`config.mk`:
```
export PLATFORM = sky130hd
export DESIGN_NAME = mux16_b3
export DESIGN_NICKNAME = d
export VERILOG_FILES = /design/src/rtl/mux16_b3.sv
export SDC_FILE = /design/constraint.sdc
export NUM_CORES = 1
export LEC_CHECK = 0
export BUFFER_PORTS_ARGS = -buffer_cell sky130_fd_sc_hd__buf_2
export CORE_ASPECT_RATIO = 1.4
export CORE_MARGIN = 8
export CORE_UTILIZATION = 43
export DETAILED_ROUTE_END_ITERATION = 10
export GPL_TIMING_DRIVEN = 0
export PLACE_DENSITY = 0.84
export SYNTH_ARGS = -nofsm -noshare
export SYNTH_HDL_FRONTEND = slang
export SYNTH_SLANG_ARGS = --single-unit
```
`constraint.sdc`:
```
create_clock -name clk -period 1.6 [get_ports clk]
set_clock_uncertainty 0.05 [all_clocks]
set_input_delay 0.32 -clock clk [delete_from_list [all_inputs] [get_ports clk]]
set_output_delay 0.32 -clock clk [all_outputs]
set_load 0.05 [all_outputs]
```
`src/rtl/mux16_b3.sv`:
```
`default_nettype none
// ============================================================================
// Module   : mux16_b3
// Purpose  : 3-to-1 operand multiplexer with a registered output. Select code
//            3 is illegal and loads zero. Defining MUX16B3_SEL_ERR_EN adds a
//            registered sel_err flag for the illegal code.
// Revision : 1.0 - initial release
// ============================================================================
module mux16_b3 #(
    parameter int WIDTH = 16
) (
    input  logic             clk,
    input  logic             reset,
    input  logic [WIDTH-1:0] in0,
    input  logic [WIDTH-1:0] in1,
    input  logic [WIDTH-1:0] in2,
    input  logic [1:0]       set,
    output logic [WIDTH-1:0] r
`ifdef MUX16B3_SEL_ERR_EN
    ,
    output logic             sel_err
`endif
);

    localparam logic [1:0] c_sel_in0 = 2'b00;
    localparam logic [1:0] c_sel_in1 = 2'b01;
    localparam logic [1:0] c_sel_in2 = 2'b10;

    logic [WIDTH-1:0] w_next;

    always_comb begin
        w_next = '0;
        case (set)
            c_sel_in0: w_next = in0;
            c_sel_in1: w_next = in1;
            c_sel_in2: w_next = in2;
            default:   w_next = '0;
        endcase
    end

    always_ff @(posedge clk) begin
        if (reset) begin
            r <= '0;
        end else begin
            r <= w_next;
        end
    end

`ifdef MUX16B3_SEL_ERR_EN
    always_ff @(posedge clk) begin
        if (reset) begin
            sel_err <= 1'b0;
        end else begin
            sel_err <= (set == 2'b11);
        end
    end

`ifndef SYNTHESIS
    always @(posedge clk) begin
        if (!reset && set == 2'b11)
            $display("mux16_b3: warning: illegal select code 3 sampled at %0t", $time);
    end
`endif
`endif

endmodule
`default_nettype wire

```
== After elaboration in Yosys (flattened, before gate mapping) ==
Index checks and enable logic that the tools add are counted.

* Bits in registers: 16
* Bits in latches: 0
* RAM bits: 0
* Bits in read-only memories: 0
* Input port bits: 52
* Output and inout port bits: 16
* Memories kept: 0

* Add/sub/neg operators: 0
* Multipliers: 0
* Divide/modulo/power cells: 0
* Order comparisons: 0
* Equality and inequality tests: 2
* Shift-type cells: 0
* Mux-type cells: 1
* Bitwise gates (word level): 0
* Reduce and logical (&&, ||, !) cells: 1

{| class="wikitable"
|+ Operators with widths
! cell !! number
|-
| $pmux 16 s3 || 1
|-
| $eq 2x1->1 const B || 1
|-
| $eq 2x2->1 const B || 1
|-
| $logic_not 2->1 || 1
|}

== Logic depth before layout (Yosys ltp) ==
Gate-level depths: netlist (run 1).

* Depth in word-level cells: 2
* Mapped depth: 4
* Gate-level depth less buffers: 3

== Worst setup path after synthesis (run 1) ==
OpenSTA, ideal clock, no wires.

* Kind: input -> register
* Start: input port set[1]
* End: register r[10]
* Arrival time: 0.848 ns
* Slack: 0.572 ns
* Stages on the path: 4
* Cell sequence: buf_4 buf_8 a211oi_2 a211oi_2

* Word-level cells in the longest chain between the ends: 2
* Elaborated cells between the ends (all ways): 4
* Those cells by class: 2 x eq/ne; 1 x mux; 1 x reduce/logical

{| class="wikitable"
|+ Ends and longest elaborated chain
! element !! line !! source
|-
| from (decl) || 17 || <nowiki>input logic [1:0] set,</nowiki>
|-
| $eq 2x2->1, or another cell as far along || 33 || <nowiki>case (set)</nowiki>
|-
| $pmux 16 s3 * || 33 ||
|-
| to (signal assigned) || 45 || <nowiki>r <= w_next;</nowiki>
|-
| to (decl) || 18 || <nowiki>output logic [WIDTH-1:0] r</nowiki>
|}

Every way passes the cells marked *; elsewhere a longest branch is shown, timed or not.
A chain may end at the register's enable or synchronous reset.

== Final worst setup path (run 1) ==
* Start: register r[12]
* End: output port r[12]

No word-level cell between the ends.

==> results of run 1 <==
==> cells by family after synthesis <==
logic type | count (synthesis)
buffers and inverters | 10
AO/OA/AOI/OAI | 32
flip-flops | 16
AND/OR/NAND/NOR | 32
==> path summary, 6_finish.rpt <==
kind / startpoint / endpoint / slack (ps) / cells past startpoint
setup / recovery: r[12] / r[12] / 350 / 1
hold / removal: in1[13] / r[13] / 240 / 3
==> synthesized netlist by cell type (all sizes together) <==
| cell type | number |
|---|---|
| a211oi | 32 |
| clkbuf | 1 |
| nand2b | 16 |
| dfxtp | 16 |
| nor2b | 16 |
| buf | 9 |
==> final cells by class <==
class                   count  share of cell area
multi-input cells          64               0.409
plain buffers              10              0.0549
clock buffers               4              0.0274
repair buffers             65               0.246
flip-flops and latches     16               0.242
well taps                  22              0.0208
==> metal layers <==
metal | up-vias | global-route usage | routed length (um)
met3 | 4 | 0.0340 | 183
met1 | 402 | 0.135 | 1010
li1 | 463 | - | -
met4 | 0 | 0.0907 | 58
met2 | 38 | 0.240 | 1450
met5 | - | 0 | 0
==> report_power, final <==
group,internal (mW),total (mW),switching [mW]
Sequential,0.426,0.431,0.00515
Clock,0.139,0.270,0.132
Combinational,0.127,0.330,0.203
==> impl_metrics.csv, run 1 <==
group,metric,value,unit
run_status,status,"completed",
final_layout,final_cell_mix,"buf_2 (69), a211oi_2 (20), nand2b_1 (16), nor2b_1 (16), dfxtp_1 (16)",
synth,ys_seq_elements,16,
timing,period_minus_slack,1250,ps
pwr,power_density,780,nW/um^2
setup_path,crit_path_cell_trace,"buf_2",
final_layout,area_growth,41.7,%
timing,finalCritPeriodShare,0.780,
timing,tightest_slew,323,ps
synth,synthSimpleGateAreaFrac,0.214,
place,dp_cells,177,
hold_path,hp-class,"input port to flip-flop",
pwr,p_leak,0.598,nW
final_layout,seq_area,320,sq um
synth,synth_nets,142,
floorplan,die-area,3940,sq um
setup_path,cp.required,1230,ps
synth,synth_mux_area_frac,0,
setup_path,crit_type,"flip-flop to output pin",
setup_path,max_stage_delay,320,ps
detailed_routing,wl_per_cell,14.9,um
cts,cts_sinks,16,
floorplan,row_count,20,
cts,cts_setup_buffers,0,
final_layout,largest_register_ffs,16,
setup_path,crit_buf_inv,1,
grt,overflow,0,
synth,ys_warn_count,0,
synth,syn_inst,90,
synth,synth_top_area_share,0.343,
timing,setup_violations,0,
setup_path,slowest_stage,"dfxtp_1",
place,post-place-ws,429,ps
grt,grt_pass1_vias,979,
grt,antenna_found_initial,0,
place,dp_hpwl,2.30,mm
final_layout,diodes,0,
place,place.gp.congestion,0.751,
detailed_routing,dr.pass1.iters,3,
cts,ctsHoldBuffers,0,
synth,synth_top_family_by_area,"compound AO/OA/AOI/OAI gates",
floorplan,fp.dieW,55.4,um
timing,grt_setup_unrepaired,"false",
timing,max_slew_margin,0.785,
setup_path,start_kind,"flip-flop",
cts,cts_tree,"built",
final_layout,instances_no_fill,181,
cts,clkTransAtPathRegs,90,ps
synth,synthAdderAreaFrac,0,
grt,track_usage,0.136,
timing,final.setup.tns,0,ps
place,dpl_cell_area,1290,sq um
setup_path,endpoint_kind,"output pin",
timing,fmax,0.801,GHz
timing,setup_ws,352,ps
synth,synth_compound_area_frac,0.365,
synth,ys_types,11,
detailed_routing,ant_nets,0,
synth,synth_top_area_cell,"dfxtp_1",
setup_path,crit_arrival,880,ps
timing,drv_slew,0,
final_layout,fin_area,1320,sq um
synth,synth_area_leaders,"dfxtp_1 (34%), a211oi_2 (27%), nand2b_1 (11%)",
final_layout,num-fill-cells,192,
detailed_routing,post_drt_via_cell_ratio,5.01,
final_layout,top_register,"r",
detailed_routing,routed_wl,2.69,mm
synth,syn_area_per_cell,10.4,sq um
detailed_routing,drtIter0Drc,13,
final_layout,drive_above_1_share,0.610,
setup_path,critical_path.max_fanout,1,
pwr,power,1.03,mW
detailed_routing,num_vias,907,
final_layout,nNetsFinal,212,
cts,cts_buffers,3,
cts,htree_levels,1,
floorplan,io_pins,68,
cts,ctsRootBufferMaster,"clkbuf_4",
synth,syn_area,933,sq um
final_layout,reg.largest.list,"r x16",
timing,hold_ws,240,ps
place,numPortBuffers,65,
cts,postCtsResizedCells,0,
detailed_routing,drc,0,
floorplan,start_util,0.444,
final_layout,final_common_cell,"buf_2",
synth,seq_area_frac_synth,0.343,
setup_path,cp_top_family,"flip-flops",
timing,finalHoldViolCount,0,
grt,grt_max_degree,11,
cts,clk_path_buf_depth,2,
flow_run,drv_cap,0,
pwr,max-vdd-ir-drop,0.346,mV
final_layout,multiInputGateArea,541,sq um
floorplan,core-area,2100,sq um
floorplan,die_y,71.1,um
synth,yosys.area_share.xor_xnor,0,
final_layout,finish.utilization,0.629,
grt,grt_first_pass_wirelength,4.46,mm
Power figures use the tool's default switching activity.
==> inputs of run 2 (changes only) <==
--- a/config.mk
+++ b/config.mk
@@ -8,10 +8,10 @@
 export BUFFER_PORTS_ARGS = -buffer_cell sky130_fd_sc_hd__buf_2
 export CORE_ASPECT_RATIO = 1.4
 export CORE_MARGIN = 8
-export CORE_UTILIZATION = 43
+export CORE_UTILIZATION = 40
 export DETAILED_ROUTE_END_ITERATION = 10
 export GPL_TIMING_DRIVEN = 0
-export PLACE_DENSITY = 0.84
+export PLACE_DENSITY = 0.79
 export SYNTH_ARGS = -nofsm -noshare
 export SYNTH_HDL_FRONTEND = slang
 export SYNTH_SLANG_ARGS = --single-unit
==> constraint.sdc (replaced) <==
create_clock -name clk -period 1.2 [get_ports clk]
set_clock_uncertainty 0.05 [all_clocks]
set_input_delay 0.24 -clock clk [delete_from_list [all_inputs] [get_ports clk]]
set_output_delay 0.24 -clock clk [all_outputs]
set_load 0.05 [all_outputs]
==> impl_metrics.csv, run 2 (synthesis gave the netlist of run 1 again) <==
group,metric,value,unit
run_status,status,"completed",
place,place.gp.congestion,0.799,
final_layout,final_common_cell,"buf_2",
floorplan,core-area,2200,sq um
grt,met3_usage,0.0505,
cts,clkTransAtPathRegs,90,ps
pwr,power_density,1030,nW/um^2
place,numPortBuffers,65,
detailed_routing,wl_per_cell,15.8,um
timing,fmax,0.871,GHz
grt,met2_usage,0.240,
setup_path,crit_arrival,860,ps
grt,antenna_found_initial,0,
final_layout,diodes,0,
place,dp_hpwl,2.45,mm
pwr,swShare,0.323,
pwr,p_sw,0.440,mW
detailed_routing,ant_nets,0,
grt,track_usage,0.132,
final_layout,top_register,"r",
setup_path,crit_type,"flip-flop to output pin",
pwr,max-vdd-ir-drop,0.532,mV
hold_path,hp-class,"input port to flip-flop",
final_layout,reg.largest.list,"r x16",
final_layout,final_cell_mix,"buf_2 (69), a211oi_2 (20), nand2b_1 (16), nor2b_1 (16), dfxtp_1 (16)",
final_layout,num-fill-cells,203,
setup_path,endpoint_kind,"output pin",
setup_path,start_kind,"flip-flop",
detailed_routing,dr.pass1.iters,4,
cts,cts_tree,"built",
timing,period_minus_slack,1150,ps
hold_path,min_from,"in1[13]",
timing,drv_slew,0,
grt,top_usage_layer,"met2",
floorplan,io_pins,68,
timing,finalHoldViolCount,0,
pwr,clkPwrFrac,0.250,
place,dpl_cell_area,1290,sq um
timing,max_slew_margin,0.758,
setup_path,slowest_stage,"dfxtp_1",
cts,clk_path_buf_depth,2,
floorplan,start_util,0.424,
cts,cts_setup_buffers,0,
grt,grt_pass1_vias,1048,
final_layout,drive_above_1_share,0.610,
floorplan,die-area,4160,sq um
setup_path,crit_buf_inv,1,
setup_path,cp.depth,1,
detailed_routing,post_drt_via_cell_ratio,5.23,
cts,cts_sinks,16,
hold_path,holdPathStages,3,
setup_path,cp_top_family,"flip-flops",
cts,cts_buffers,3,
cts,ctsRootBufferMaster,"clkbuf_4",
timing,final.setup.tns,0,ps
detailed_routing,num_vias,946,
grt,grt_max_degree,11,
detailed_routing,drc,0,
flow_run,drv_cap,0,
cts,postCtsResizedCells,0,
setup_path,critical_path.max_fanout,1,
cts,htree_levels,1,
pwr,seqPwrFrac,0.424,
timing,finalCritPeriodShare,0.956,
final_layout,area_growth,41.7,%
floorplan,die_y,73.2,um
pwr,p_leak,0.598,nW
detailed_routing,drtIter0Drc,17,
cts,ctsHoldBuffers,0,
floorplan,fp.dieW,56.8,um
final_layout,nNetsFinal,212,
grt,overflow,0,
timing,setup_violations,0,
setup_path,max_stage_delay,330,ps
timing,tightest_slew,363,ps
floorplan,row_count,20,
pwr,p_comb_frac,0.327,
pwr,intPower,0.922,mW
detailed_routing,routed_wl,2.87,mm
setup_path,crit_path_cell_trace,"buf_2",
grt,use_met1,0.131,
grt,grt_first_pass_wirelength,4.60,mm
hold_path,hold_end,"r[13]",
final_layout,largest_register_ffs,16,
final_layout,finish.utilization,0.601,
setup_path,cp.required,910,ps
timing,grt_setup_unrepaired,"false",
final_layout,fin_area,1320,sq um
## run 2: cell counts in the layout (fill, tap and decap cells not counted)
No cell type changed its count.
## run 2: power groups by stage
stage / registers, mW / clock network (mW) / logic [mW]
finish: 0.577 / 0.340 / 0.445
global route: 0.581 / 0.366 / 0.475
CTS: 0.578 / 0.348 / 0.449
detailed placement: 0.591 / 0 / 0.447
global placement: 0.589 / 0 / 0.440
floorplan: 0.723 / 0 / 0.166
## run 2: layout make-up
class / instances / area (sq um) / share of cell area
timing repair buffer: 65 / 325 / 0.246
tap: 22 / 27.5 / 0.0208
sequential: 16 / 320 / 0.242
clock buffer: 4 / 36.3 / 0.0274
multi-input combinational: 64 / 541 / 0.409
buffer: 10 / 72.6 / 0.0549
## run 2: how the worst max path moves through the flow
stage                     slack [ps]  startpoint     to
after floorplan                  250      set[1]  r[10]
after CTS                         30       r[10]  r[10]
final                             50       r[12]  r[12]
after global routing              10       r[11]  r[11]
after global placement           140       reset   r[9]
after detailed placement         100       reset   r[8]
## run 2: routing by layer
layer | part of all wire | vias to the layer above | routed length, um
li1 | - | 464 | -
met1 | 0.37 | 435 | 1070
met2 | 0.53 | 43 | 1520
met3 | 0.085 | 4 | 244
met4 | 0.013 | 0 | 36
met5 | 0 | - | 0
## run 2: stage by stage
stage	std cells	hold slack (ps)	worst slack, ps	total power [mW]
floorplan	90	351	252	0.889
global placement	177	471	141	1.03
detailed placement	177	474	102	1.04
CTS	181	177	32.8	1.38
global route	181	183	10.0	1.42
finish	181	180	52.5	1.36
==> inputs of run 3 (changes only) <==
--- a/config.mk
+++ b/config.mk
@@ -8,10 +8,11 @@
 export BUFFER_PORTS_ARGS = -buffer_cell sky130_fd_sc_hd__buf_2
 export CORE_ASPECT_RATIO = 1.4
 export CORE_MARGIN = 8
-export CORE_UTILIZATION = 40
+export CORE_UTILIZATION = 41
+export CTS_BUF_LIST = sky130_fd_sc_hd__clkbuf_4 sky130_fd_sc_hd__clkbuf_8
 export DETAILED_ROUTE_END_ITERATION = 10
 export GPL_TIMING_DRIVEN = 0
-export PLACE_DENSITY = 0.79
+export PLACE_DENSITY = 0.81
 export SYNTH_ARGS = -nofsm -noshare
 export SYNTH_HDL_FRONTEND = slang
 export SYNTH_SLANG_ARGS = --single-unit
==> impl_metrics.csv, run 3 (synthesis gave the netlist of run 1 again) <==
group,metric,value,unit
pwr,p_leak,0.598,nW
final_layout,reg.largest.list,"r x16",
grt,overflow,0,
place,numPortBuffers,65,
flow_run,drv_cap,0,
setup_path,crit_arrival,860,ps
final_layout,largest_register_ffs,16,
place,place.gp.congestion,0.805,
grt,antenna_found_initial,0,
run_status,status,"completed",
timing,tightest_slew,304,ps
setup_path,crit_type,"flip-flop to output pin",
final_layout,instances_no_fill,181,
floorplan,row_count,20,
final_layout,drive_above_1_share,0.610,
floorplan,fp.dieW,56.3,um
place,dp_cells,177,
cts,clk_path_buf_depth,2,
floorplan,die_y,72.5,um
hold_path,hp-class,"input port to flip-flop",
timing,max_slew_margin,0.797,
cts,cts_setup_buffers,0,
detailed_routing,drc,0,
floorplan,core-area,2180,sq um
floorplan,die-area,4080,sq um
pwr,power_density,1030,nW/um^2
final_layout,seq_area,320,sq um
grt,track_usage,0.132,
timing,finalCritPeriodShare,0.957,
timing,finalHoldViolCount,0,
cts,cts_tree,"built",
final_layout,fin_area,1330,sq um
hold_path,holdPathStages,3,
setup_path,endpoint_kind,"output pin",
setup_path,slowest_stage,"dfxtp_1",
detailed_routing,dr.pass1.iters,2,
final_layout,final_cell_mix,"buf_2 (68), a211oi_2 (20), nand2b_1 (16), nor2b_1 (16), dfxtp_1 (16)",
timing,drv_slew,0,
cts,ctsRootBufferMaster,"clkbuf_4",
cts,clkTransAtPathRegs,90,ps
final_layout,nNetsFinal,212,
place,dpl_cell_area,1290,sq um
detailed_routing,drtIter0Drc,5,
grt,grt_first_pass_wirelength,4.45,mm
grt,grt_max_degree,11,
setup_path,cp.depth,1,
cts,cts_sinks,16,
detailed_routing,ant_nets,0,
final_layout,num-fill-cells,198,
final_layout,final_common_cell,"buf_2",
timing,final.setup.tns,0,ps
timing,period_minus_slack,1150,ps
setup_path,crit_path_cell_trace,"buf_2",
timing,setup_violations,0,
floorplan,io_pins,68,
detailed_routing,routed_wl,2.69,mm
setup_path,crit_buf_inv,1,
final_layout,diodes,0,
grt,grt_pass1_vias,1027,
final_layout,top_register,"r",
pwr,max-vdd-ir-drop,0.524,mV
cts,cts_buffers,3,
setup_path,max_stage_delay,320,ps
final_layout,area_growth,42.0,%
floorplan,start_util,0.429,
timing,fmax,0.871,GHz
detailed_routing,wl_per_cell,14.9,um
detailed_routing,num_vias,905,
setup_path,start_kind,"flip-flop",
timing,hold_ws,164,ps
timing,grt_setup_unrepaired,"false",
detailed_routing,post_drt_via_cell_ratio,5.00,
final_layout,multiInputGateArea,541,sq um
cts,htree_levels,1,
setup_path,cp.required,910,ps
setup_path,cp_top_family,"flip-flops",
place,dp_hpwl,2.37,mm
setup_path,critical_path.max_fanout,1,
[run 3: final timing paths]
check / start / to / slack, ps
max: r[2] / r[2] / 50
min: in1[15] / r[15] / 160
[run 3: area by class of cell]
cell class                      count  area share
Buffer                             10      0.0548
Clock buffer                        4      0.0274
Multi-Input combinational cell     64       0.408
Sequential cell                    16       0.242
Tap cell                           22      0.0208
Timing Repair Buffer               65       0.247
[run 3: metrics by stage]
stage                     utilization  power [mW]  worst slack [ps]
final                           0.609        1.37              51.5
after global placement          0.591        1.02               143
after floorplan                     -       0.889               252
after CTS                       0.607        1.39              24.9
after global routing            0.609        1.44             0.709
after detailed placement        0.591        1.03               123
[run 3: repair_timing]
item                       in CTS  in global routing
setup endpoints to repair       0                  1
hold buffers                    0                  0
gates resized for setup         0                  1
[run 3: report_power, final]
group / internal (mW) / switching (mW)
logic: 0.171 / 0.272
clock network: 0.185 / 0.168
registers: 0.568 / 0.00727
total: 0.924 / 0.447
[run 3: routing by layer]
metal,GRT usage,vias up,routed length [um]
met5,0,-,0
met4,0.0643,0,36
met3,0.0419,2,192
met2,0.248,45,1450
met1,0.124,396,1020
li1,-,462,-
